[src/rtl/ir_remote_control_rx.sv]
// ---------------------------------------------------------------------------
// ir_remote_control_rx
//
// IR remote-control receiver. The raw, carrier-modulated IR line is
// synchronised, turned into an envelope (mark = carrier present, space =
// quiet), and one frame is decoded LSB first in bi-phase, pulse-distance or
// pulse-length coding. The decoded word is presented with a one-cycle strobe.
//
// Ports
//   i_clk       system clock
//   i_rst       synchronous active-high reset
//   i_ir_din    raw IR line (asynchronous)
//   i_mode_sel  0 = bi-phase, 1 = pulse-distance, 2 = pulse-length, 3 = reserved
//   i_bit_cnt   bits per frame, 1..32 (larger values clamp to 32)
//   o_data      decoded word, bit n = n-th received bit, unreceived bits 0
//   o_valid     one-cycle pulse, o_data holds a new word
//   o_err       one-cycle pulse, frame aborted
//   o_busy      high from frame start until the block is idle again
//   o_env       recovered envelope
// ---------------------------------------------------------------------------
module ir_remote_control_rx #(
   parameter int P_ENV_HOLD = 48,
   parameter int P_UNIT     = 1067,
   parameter int P_IDLE     = 4268,
   parameter int P_CW       = 16
) (
   input  logic        i_clk,
   input  logic        i_rst,
   input  logic        i_ir_din,
   input  logic [1:0]  i_mode_sel,
   input  logic [5:0]  i_bit_cnt,
   output logic [31:0] o_data,
   output logic        o_valid,
   output logic        o_err,
   output logic        o_busy,
   output logic        o_env
);

   typedef enum logic [1:0] {S_IDLE, S_MARK, S_SPACE, S_WAIT_IDLE} state_t;

   localparam logic [1:0]      M_DIST    = 2'd1;
   localparam logic [1:0]      M_LEN     = 2'd2;
   localparam logic [P_CW-1:0] HOLD_LAST = P_CW'(P_ENV_HOLD - 1);
   localparam logic [P_CW-1:0] T_HALF    = P_CW'(P_UNIT / 2);
   localparam logic [P_CW-1:0] T_3H      = P_CW'((3 * P_UNIT) / 2);
   localparam logic [P_CW-1:0] T_5H      = P_CW'((5 * P_UNIT) / 2);
   localparam logic [P_CW-1:0] IDLE_LEN  = P_CW'(P_IDLE);
   localparam logic [P_CW-1:0] DUR_MAX   = '1;

   logic            sync1_q, sync2_q;
   logic            env_q, env_d, env_dly_q;
   logic [P_CW-1:0] low_cnt_q, low_cnt_d;
   logic [P_CW-1:0] dur_q, dur_d;
   state_t          state_q, state_d;
   logic [1:0]      mode_q, mode_d;
   logic [5:0]      cnt_q, cnt_d, idx_q, idx_d, cnt_sel;
   logic [31:0]     shift_q, shift_d, data_q, data_d;
   logic            mid_q, mid_d;   // bi-phase: currently at a mid-bit point
   logic            one_q, one_d;   // pulse-distance: this space already gave a 1
   logic            valid_q, valid_d, err_q, err_d;
   logic            rise, fall, is_1t, is_2t;
   logic            bit_en, bit_val, abort;

   assign rise    = env_q & ~env_dly_q;
   assign fall    = ~env_q & env_dly_q;
   assign is_1t   = (dur_q >= T_HALF) && (dur_q < T_3H);
   assign is_2t   = (dur_q >= T_3H) && (dur_q < T_5H);
   assign cnt_sel = (i_bit_cnt > 6'd32) ? 6'd32 : i_bit_cnt;

   // Envelope: any synchronised high sets it; it only drops after a low run
   // longer than the carrier low phase. dur restarts on every envelope edge,
   // so on an edge cycle it still holds the length of the interval that ended.
   always_comb begin
      env_d     = env_q;
      low_cnt_d = low_cnt_q;
      if (sync2_q) begin
         env_d     = 1'b1;
         low_cnt_d = '0;
      end else if (env_q) begin
         if (low_cnt_q == HOLD_LAST) begin
            env_d     = 1'b0;
            low_cnt_d = '0;
         end else begin
            low_cnt_d = low_cnt_q + 1'b1;
         end
      end
      if (env_q != env_dly_q)
         dur_d = P_CW'(1);
      else if (dur_q == DUR_MAX)
         dur_d = dur_q;
      else
         dur_d = dur_q + 1'b1;
   end

   always_comb begin
      state_d = state_q;
      mode_d  = mode_q;
      cnt_d   = cnt_q;
      idx_d   = idx_q;
      shift_d = shift_q;
      data_d  = data_q;
      mid_d   = mid_q;
      one_d   = one_q;
      valid_d = 1'b0;
      err_d   = 1'b0;
      bit_en  = 1'b0;
      bit_val = 1'b0;
      abort   = 1'b0;
      case (state_q)
         S_IDLE: begin
            if (rise) begin
               mode_d = i_mode_sel;
               cnt_d  = cnt_sel;
               if (cnt_sel == 6'd0 || i_mode_sel == 2'd3) begin
                  abort = 1'b1;
               end else begin
                  shift_d = '0;
                  idx_d   = '0;
                  mid_d   = 1'b0;   // frame starts on a bit boundary
                  one_d   = 1'b0;
                  state_d = S_MARK;
               end
            end
         end
         S_MARK: begin
            if (fall) begin
               state_d = S_SPACE;
               one_d   = 1'b0;
               case (mode_q)
                  M_LEN: begin
                     if (is_1t) begin
                        bit_en = 1'b1;
                     end else if (is_2t) begin
                        bit_en  = 1'b1;
                        bit_val = 1'b1;
                     end else begin
                        abort = 1'b1;
                     end
                  end
                  M_DIST: abort = !is_1t;
                  default: begin
                     // Falling edge at mid-bit decides a 0.
                     if (!mid_q) begin
                        if (is_1t) begin
                           bit_en = 1'b1;
                           mid_d  = 1'b1;
                        end else begin
                           abort = 1'b1;
                        end
                     end else if (is_1t) begin
                        mid_d = 1'b0;
                     end else if (is_2t) begin
                        bit_en = 1'b1;
                     end else begin
                        abort = 1'b1;
                     end
                  end
               endcase
            end else if (dur_q >= T_5H) begin
               abort = 1'b1;
            end
         end
         S_SPACE: begin
            if (rise) begin
               state_d = S_MARK;
               case (mode_q)
                  M_LEN: abort = !is_1t;
                  M_DIST: begin
                     if (!one_q) begin
                        if (is_1t) begin
                           bit_en = 1'b1;
                        end else if (is_2t) begin
                           bit_en  = 1'b1;
                           bit_val = 1'b1;
                        end else begin
                           abort = 1'b1;
                        end
                     end
                  end
                  default: begin
                     // Rising edge at mid-bit decides a 1.
                     if (!mid_q) begin
                        if (is_1t) begin
                           bit_en  = 1'b1;
                           bit_val = 1'b1;
                           mid_d   = 1'b1;
                        end else begin
                           abort = 1'b1;
                        end
                     end else if (is_1t) begin
                        mid_d = 1'b0;
                     end else if (is_2t) begin
                        bit_en  = 1'b1;
                        bit_val = 1'b1;
                     end else begin
                        abort = 1'b1;
                     end
                  end
               endcase
            end else begin
               // A long space is a 1 as soon as it passes 3T/2, so the last
               // bit of a frame needs no closing mark.
               if (mode_q == M_DIST && !one_q && dur_q >= T_3H) begin
                  bit_en  = 1'b1;
                  bit_val = 1'b1;
                  one_d   = 1'b1;
               end
               if ((mode_q == M_LEN) ? (dur_q >= T_3H) : (dur_q >= T_5H))
                  abort = 1'b1;
            end
         end
         S_WAIT_IDLE: begin
            if (!env_q && !env_dly_q && dur_q >= IDLE_LEN)
               state_d = S_IDLE;
         end
         default: state_d = S_IDLE;
      endcase

      if (bit_en) begin
         shift_d[idx_q[4:0]] = bit_val;
         idx_d = idx_q + 6'd1;
         if (idx_d == cnt_q) begin
            data_d  = shift_d;
            valid_d = 1'b1;
            state_d = S_WAIT_IDLE;
         end
      end
      // An error always wins over a completion in the same cycle.
      if (abort) begin
         err_d   = 1'b1;
         valid_d = 1'b0;
         data_d  = data_q;
         state_d = S_WAIT_IDLE;
      end
   end

   always_ff @(posedge i_clk) begin
      if (i_rst) begin
         sync1_q   <= 1'b0;
         sync2_q   <= 1'b0;
         env_q     <= 1'b0;
         env_dly_q <= 1'b0;
         low_cnt_q <= '0;
         dur_q     <= '0;
         state_q   <= S_IDLE;
         mode_q    <= '0;
         cnt_q     <= '0;
         idx_q     <= '0;
         shift_q   <= '0;
         data_q    <= '0;
         mid_q     <= 1'b0;
         one_q     <= 1'b0;
         valid_q   <= 1'b0;
         err_q     <= 1'b0;
      end else begin
         sync1_q   <= i_ir_din;
         sync2_q   <= sync1_q;
         env_q     <= env_d;
         env_dly_q <= env_q;
         low_cnt_q <= low_cnt_d;
         dur_q     <= dur_d;
         state_q   <= state_d;
         mode_q    <= mode_d;
         cnt_q     <= cnt_d;
         idx_q     <= idx_d;
         shift_q   <= shift_d;
         data_q    <= data_d;
         mid_q     <= mid_d;
         one_q     <= one_d;
         valid_q   <= valid_d;
         err_q     <= err_d;
      end
   end

   assign o_data  = data_q;
   assign o_valid = valid_q;
   assign o_err   = err_q;
   assign o_busy  = (state_q != S_IDLE);
   assign o_env   = env_q;

endmodule

[config.mk]
export PLATFORM = sky130hd
export DESIGN_NAME = ir_remote_control_rx
export DESIGN_NICKNAME = d
export VERILOG_FILES = /design/src/rtl/ir_remote_control_rx.sv
export SDC_FILE = /design/constraint.sdc
export NUM_CORES = 1
export LEC_CHECK = 0
export CAP_MARGIN = 20
export CORE_MARGIN = 4
export CORE_UTILIZATION = 60
export CTS_BUF_LIST = sky130_fd_sc_hd__clkbuf_4 sky130_fd_sc_hd__clkbuf_8
export DETAILED_ROUTE_END_ITERATION = 7
export HOLD_SLACK_MARGIN = 0.1
export PLACE_DENSITY = 0.81
export SLEW_MARGIN = 20
export SYNTH_ARGS = -nofsm -noshare
export SYNTH_HDL_FRONTEND = slang
export SYNTH_SLANG_ARGS = --single-unit
[constraint.sdc]
create_clock -name i_clk -period 3.4 [get_ports i_clk]
set_input_delay 1.02 -clock i_clk [delete_from_list [all_inputs] [get_ports i_clk]]
set_output_delay 1.02 -clock i_clk [all_outputs]
set_load 0.005 [all_outputs]
==> results of run 1 <==
[power groups by stage]
stage	clock, mW	sequential, mW	combinational (mW)
floorplan	0	1.46	0.124
global placement	0	1.46	0.173
detailed placement	0	1.46	0.181
CTS	1.51	1.43	0.182
global route	1.58	1.43	0.204
finish	1.50	1.43	0.186
[worst max-delay path, cell delays in order, from the launching register on]
cell,delay (ns)
dfxtp_1,0.41
o311a_4,0.43
nor4_4,0.43
o211ai_1,0.26
a41o_1,0.50
or3_1,0.46
buf_4,0.22
o31ai_1,0.25
[Yosys cell counts (all sizes together) (4+ instances only)]
library cell and instances:
ha 18, or4 5, nor4 7, a21oi 94, a41oi 4, nand2b 11
and3 15, nor2 104, buf 17, inv 21, o311ai 36, nor2b 9
nor3 9, o21ai 26, nand2 61, a31oi 11, nand4 43, o31ai 35
or2 6, nor3b 15, a31o 29, or3 6, o211ai 5, xnor2 8
xor2 12, and2 4, dfxtp 120, nand3 19, clkbuf 62
[stage by stage]
| step | utilization [%] | instance area (sq um) | power (mW) | instances |
|---|---|---|---|---|
| 2_1_floorplan | - | 6670 | 1.58 | 846 |
| 3_3_place_gp | 66.2 | 7170 | 1.63 | 977 |
| 3_5_place_dp | 66.2 | 7170 | 1.64 | 977 |
| 4_1_cts | 70.4 | 7630 | 3.12 | 1008 |
| 5_1_grt | 70.6 | 7660 | 3.21 | 1009 |
| 6_report | 70.6 | 7660 | 3.11 | 1009 |
[worst max path at each step]
| stage | start | to | depth (start not counted) |
|---|---|---|---|
| after floorplan | dur_q[0]$_SDFFE_PP0P_ | o_data[18]$_SDFFE_PP0P_ | 10 |
| after global routing | dur_q[6]$_SDFFE_PP0P_ | o_data[25]$_SDFFE_PP0P_ | 7 |
| final | dur_q[6]$_SDFFE_PP0P_ | o_data[19]$_SDFFE_PP0P_ | 7 |
| after global placement | i_bit_cnt[5] | o_data[15]$_SDFFE_PP0P_ | 8 |
| after detailed placement | i_bit_cnt[5] | o_data[19]$_SDFFE_PP0P_ | 8 |
| after CTS | state_q[0]$_SDFF_PP0_ | o_data[4]$_SDFFE_PP0P_ | 10 |
[flip-flops by register name (all words and copies together), names as in the netlist]
register,flops
o_valid,1
mode_q,2
o_err,1
sync1_q,1
idx_q,6
low_cnt_q,16
shift_q,32
sync2_q,1
o_env,1
state_q,2
env_dly_q,1
one_q,1
cnt_q,6
dur_q,16
o_data,32
mid_q,1
[cells in the final DEF (no fill, tap or decap), types with 4 or more instances in the layout]
cell,n
bufinv_16,5
o311ai_0,36
and3_1,15
clkdlybuf4s50_1,45
xor2_1,12
a21oi_1,93
or3_1,5
a31o_2,15
ha_1,18
a31oi_1,10
nand3_1,19
nor3_1,9
and2_1,4
a31o_1,14
or4_1,5
xnor2_1,8
nor2b_1,9
o31ai_1,35
clkbuf_8,19
dfxtp_1,120
nor2_1,104
nand4_1,43
o211ai_1,5
nand2_1,61
nor3b_1,15
or2_2,5
nor4_1,6
o21ai_0,23
inv_1,21
nand2b_1,11
buf_4,24
[logic make-up (layout without fill, tap and decap cells)]
logic type               count (synthesis)  after routing  synth area share [%]
buffers and inverters                  100            123                  6.29
flip-flops                             120            120                  36.0
AND/OR/NAND/NOR                        320            320                  24.2
multiplexers                             3              3                 0.450
XOR/XNOR                                20             20                  2.63
adder cells (fa/ha/maj)                 18             18                  3.38
AO/OA/AOI/OAI                          265            265                  27.0
[layout make-up]
type | instances | area, sq um
clock buffer | 19 | 262
timing repair buffer | 71 | 663
tap | 140 | 175
clock inverter | 12 | 198
inverter | 21 | 78.8
fill | 861 | 3180
sequential | 120 | 2400
multi-input combinational | 626 | 3880
[metal layers]
layer  GRT usage, %  up-vias  part of all wire [%]  wire length (um)
met5              0        -                     0                 0
met4           11.9        0                   2.2               388
met3           5.99       44                   6.9              1200
met2           43.9      285                    47              8230
met1           35.2     3148                    44              7610
li1               -     3151                     -                 -
==> impl_results.md, run 1 <==
* Outcome: completed
* TNS Setup at 0 ns
* Worst-path fanout max at 16
* Slew @ Worst Pin at 0.766 ns
* Longest Clk Path Bufs at 2
* TritonCTS clock tree: built
* DIE HEIGHT at 113 um
* Worst r2r src: dur_q[6]$_SDFFE_PP0P_
* Post-CTS Setup Bufs at 0
* Post-synth cell types at 62
* 1st-iter DRT viols at around 700
* Drt total wl at about 17 mm
* Die Width at 113 um
* Worst Hold Slack at around 0.44 ns
* Cell count after synthesis at 846
* Area growth, synth to finish at 14.8%
* Via density at 6.57
* Row count at 38
* Tcrit/Tclk final at 89.7%
* Seq pwr share at 45.8%
* Async SR Flop Fraction at 0%
* Core Area at approximately 11000 sq um
* Internal at about 2.4 mW
* Hold Fails Final Rpt at 0
* Hold Path Class: reg -> reg
* H-tree levels at 4
* Pin count of the biggest net entering global routing at slightly above 70
* Resize count post-CTS at 0
* First-pass GRT wire length at around 29 mm
* Peak supply drop at about 0.54 mV
* DRT Pass-1 Iters at 6
* Worst r2r path cells at 7
* Initial Util at ~62%
* DPL Wire Length at 11.4 mm
* Min Clock Period, post-route at approximately 3.0 ns
* Comb power frac at ~6.0%
* Top Ports at 47
* Yosys Warn Count at 0
* Clk pwr share at 48.2%
* Initial antenna violation count at 0
* Clock skew at 0.0105 ns
* GRT overflow at 0
* Finish-stage setup viols at 0
* Synthesized area per cell at roughly 7.9 sq um
* Worst Setup End Kind: register
* CP Class: reg -> reg
* Gpl congestion at between 0.8 and 0.9
* Highest Clock Rate at between 300 and 400 MHz
* Die area at around 13000 sq um
* Fraction of layout cells with a size suffix above 1 at 9.67%
* Final Max Slew Viols at 0
* R2R Path End: o_data[19]$_SDFFE_PP0P_
* Worst slack at placement at 0.0984 ns
* Sw frac at a little under a quarter
* Hold Crit Depth at 1
* Wire per inst at 17.3 um
* Sequential element share of the synthesized area at 36.0%
* Vias in the first global route at slightly above 6000
* Psw at about 740 uW
* Via count at about 6600
* Pwr/cell area at approximately 400 nW/um^2
* Net count, final at between 800 and 900
* Area leader, netlist: dfxtp_1
* GRT Total Usage at 27.2%
* EDFF count, synth at 0
* Setup slack of the critical path after layout at 0.351 ns
* Diode count at 0
* WP data arrival at around 3.4 ns
* Port Buffers at 46
* Antenna-violating nets left at 0
* Hold endpoint: sync2_q$_SDFF_PP0_
* Root buf cell: clkbuf_8
* CTS clock-pin slew for the worst setup and hold paths at approximately 0.08 ns
* Sink Count at 120
* Top cell type's share of synthesized area at 36.0%
* Critical Path Source Type: register
* DRC viols at 0
* Post-synth top flop: dfxtp_1
* Cell Area, Synth at roughly 6700 sq um
* Hold_sp: sync1_q$_SDFF_PP0_
* Hold Buf Count CTS at 0
* Total CTS buffers at 17
* Max Cap Viol at 0
* Max_slew headroom at around half
* Required time worst endpoint at roughly 3.8 ns
* P_leak at around 2.6 nW
* Worst-Skew Late Latency at 0.45 ns
* Largest cells by area after synthesis: dfxtp_1 36%, a21oi_1 7.0%, nor2_1 5.9%, o311ai_0 4.7%, nand4_1 4.0%
* R2R setup slack at about 0.35 ns
* Synthesis-stage register bit count at 120
* Unrepaired setup endpoints after global routing: no
* Syn_nets at just under 900
Note: power is estimated with default switching activity, not from simulation.
==> run 2, diff against run 1 <==
Settings changed: HOLD_SLACK_MARGIN 0.1 to unset.
==> results of run 2 <==
No change in the layout: final DEF, timing and power equal those of run 1.
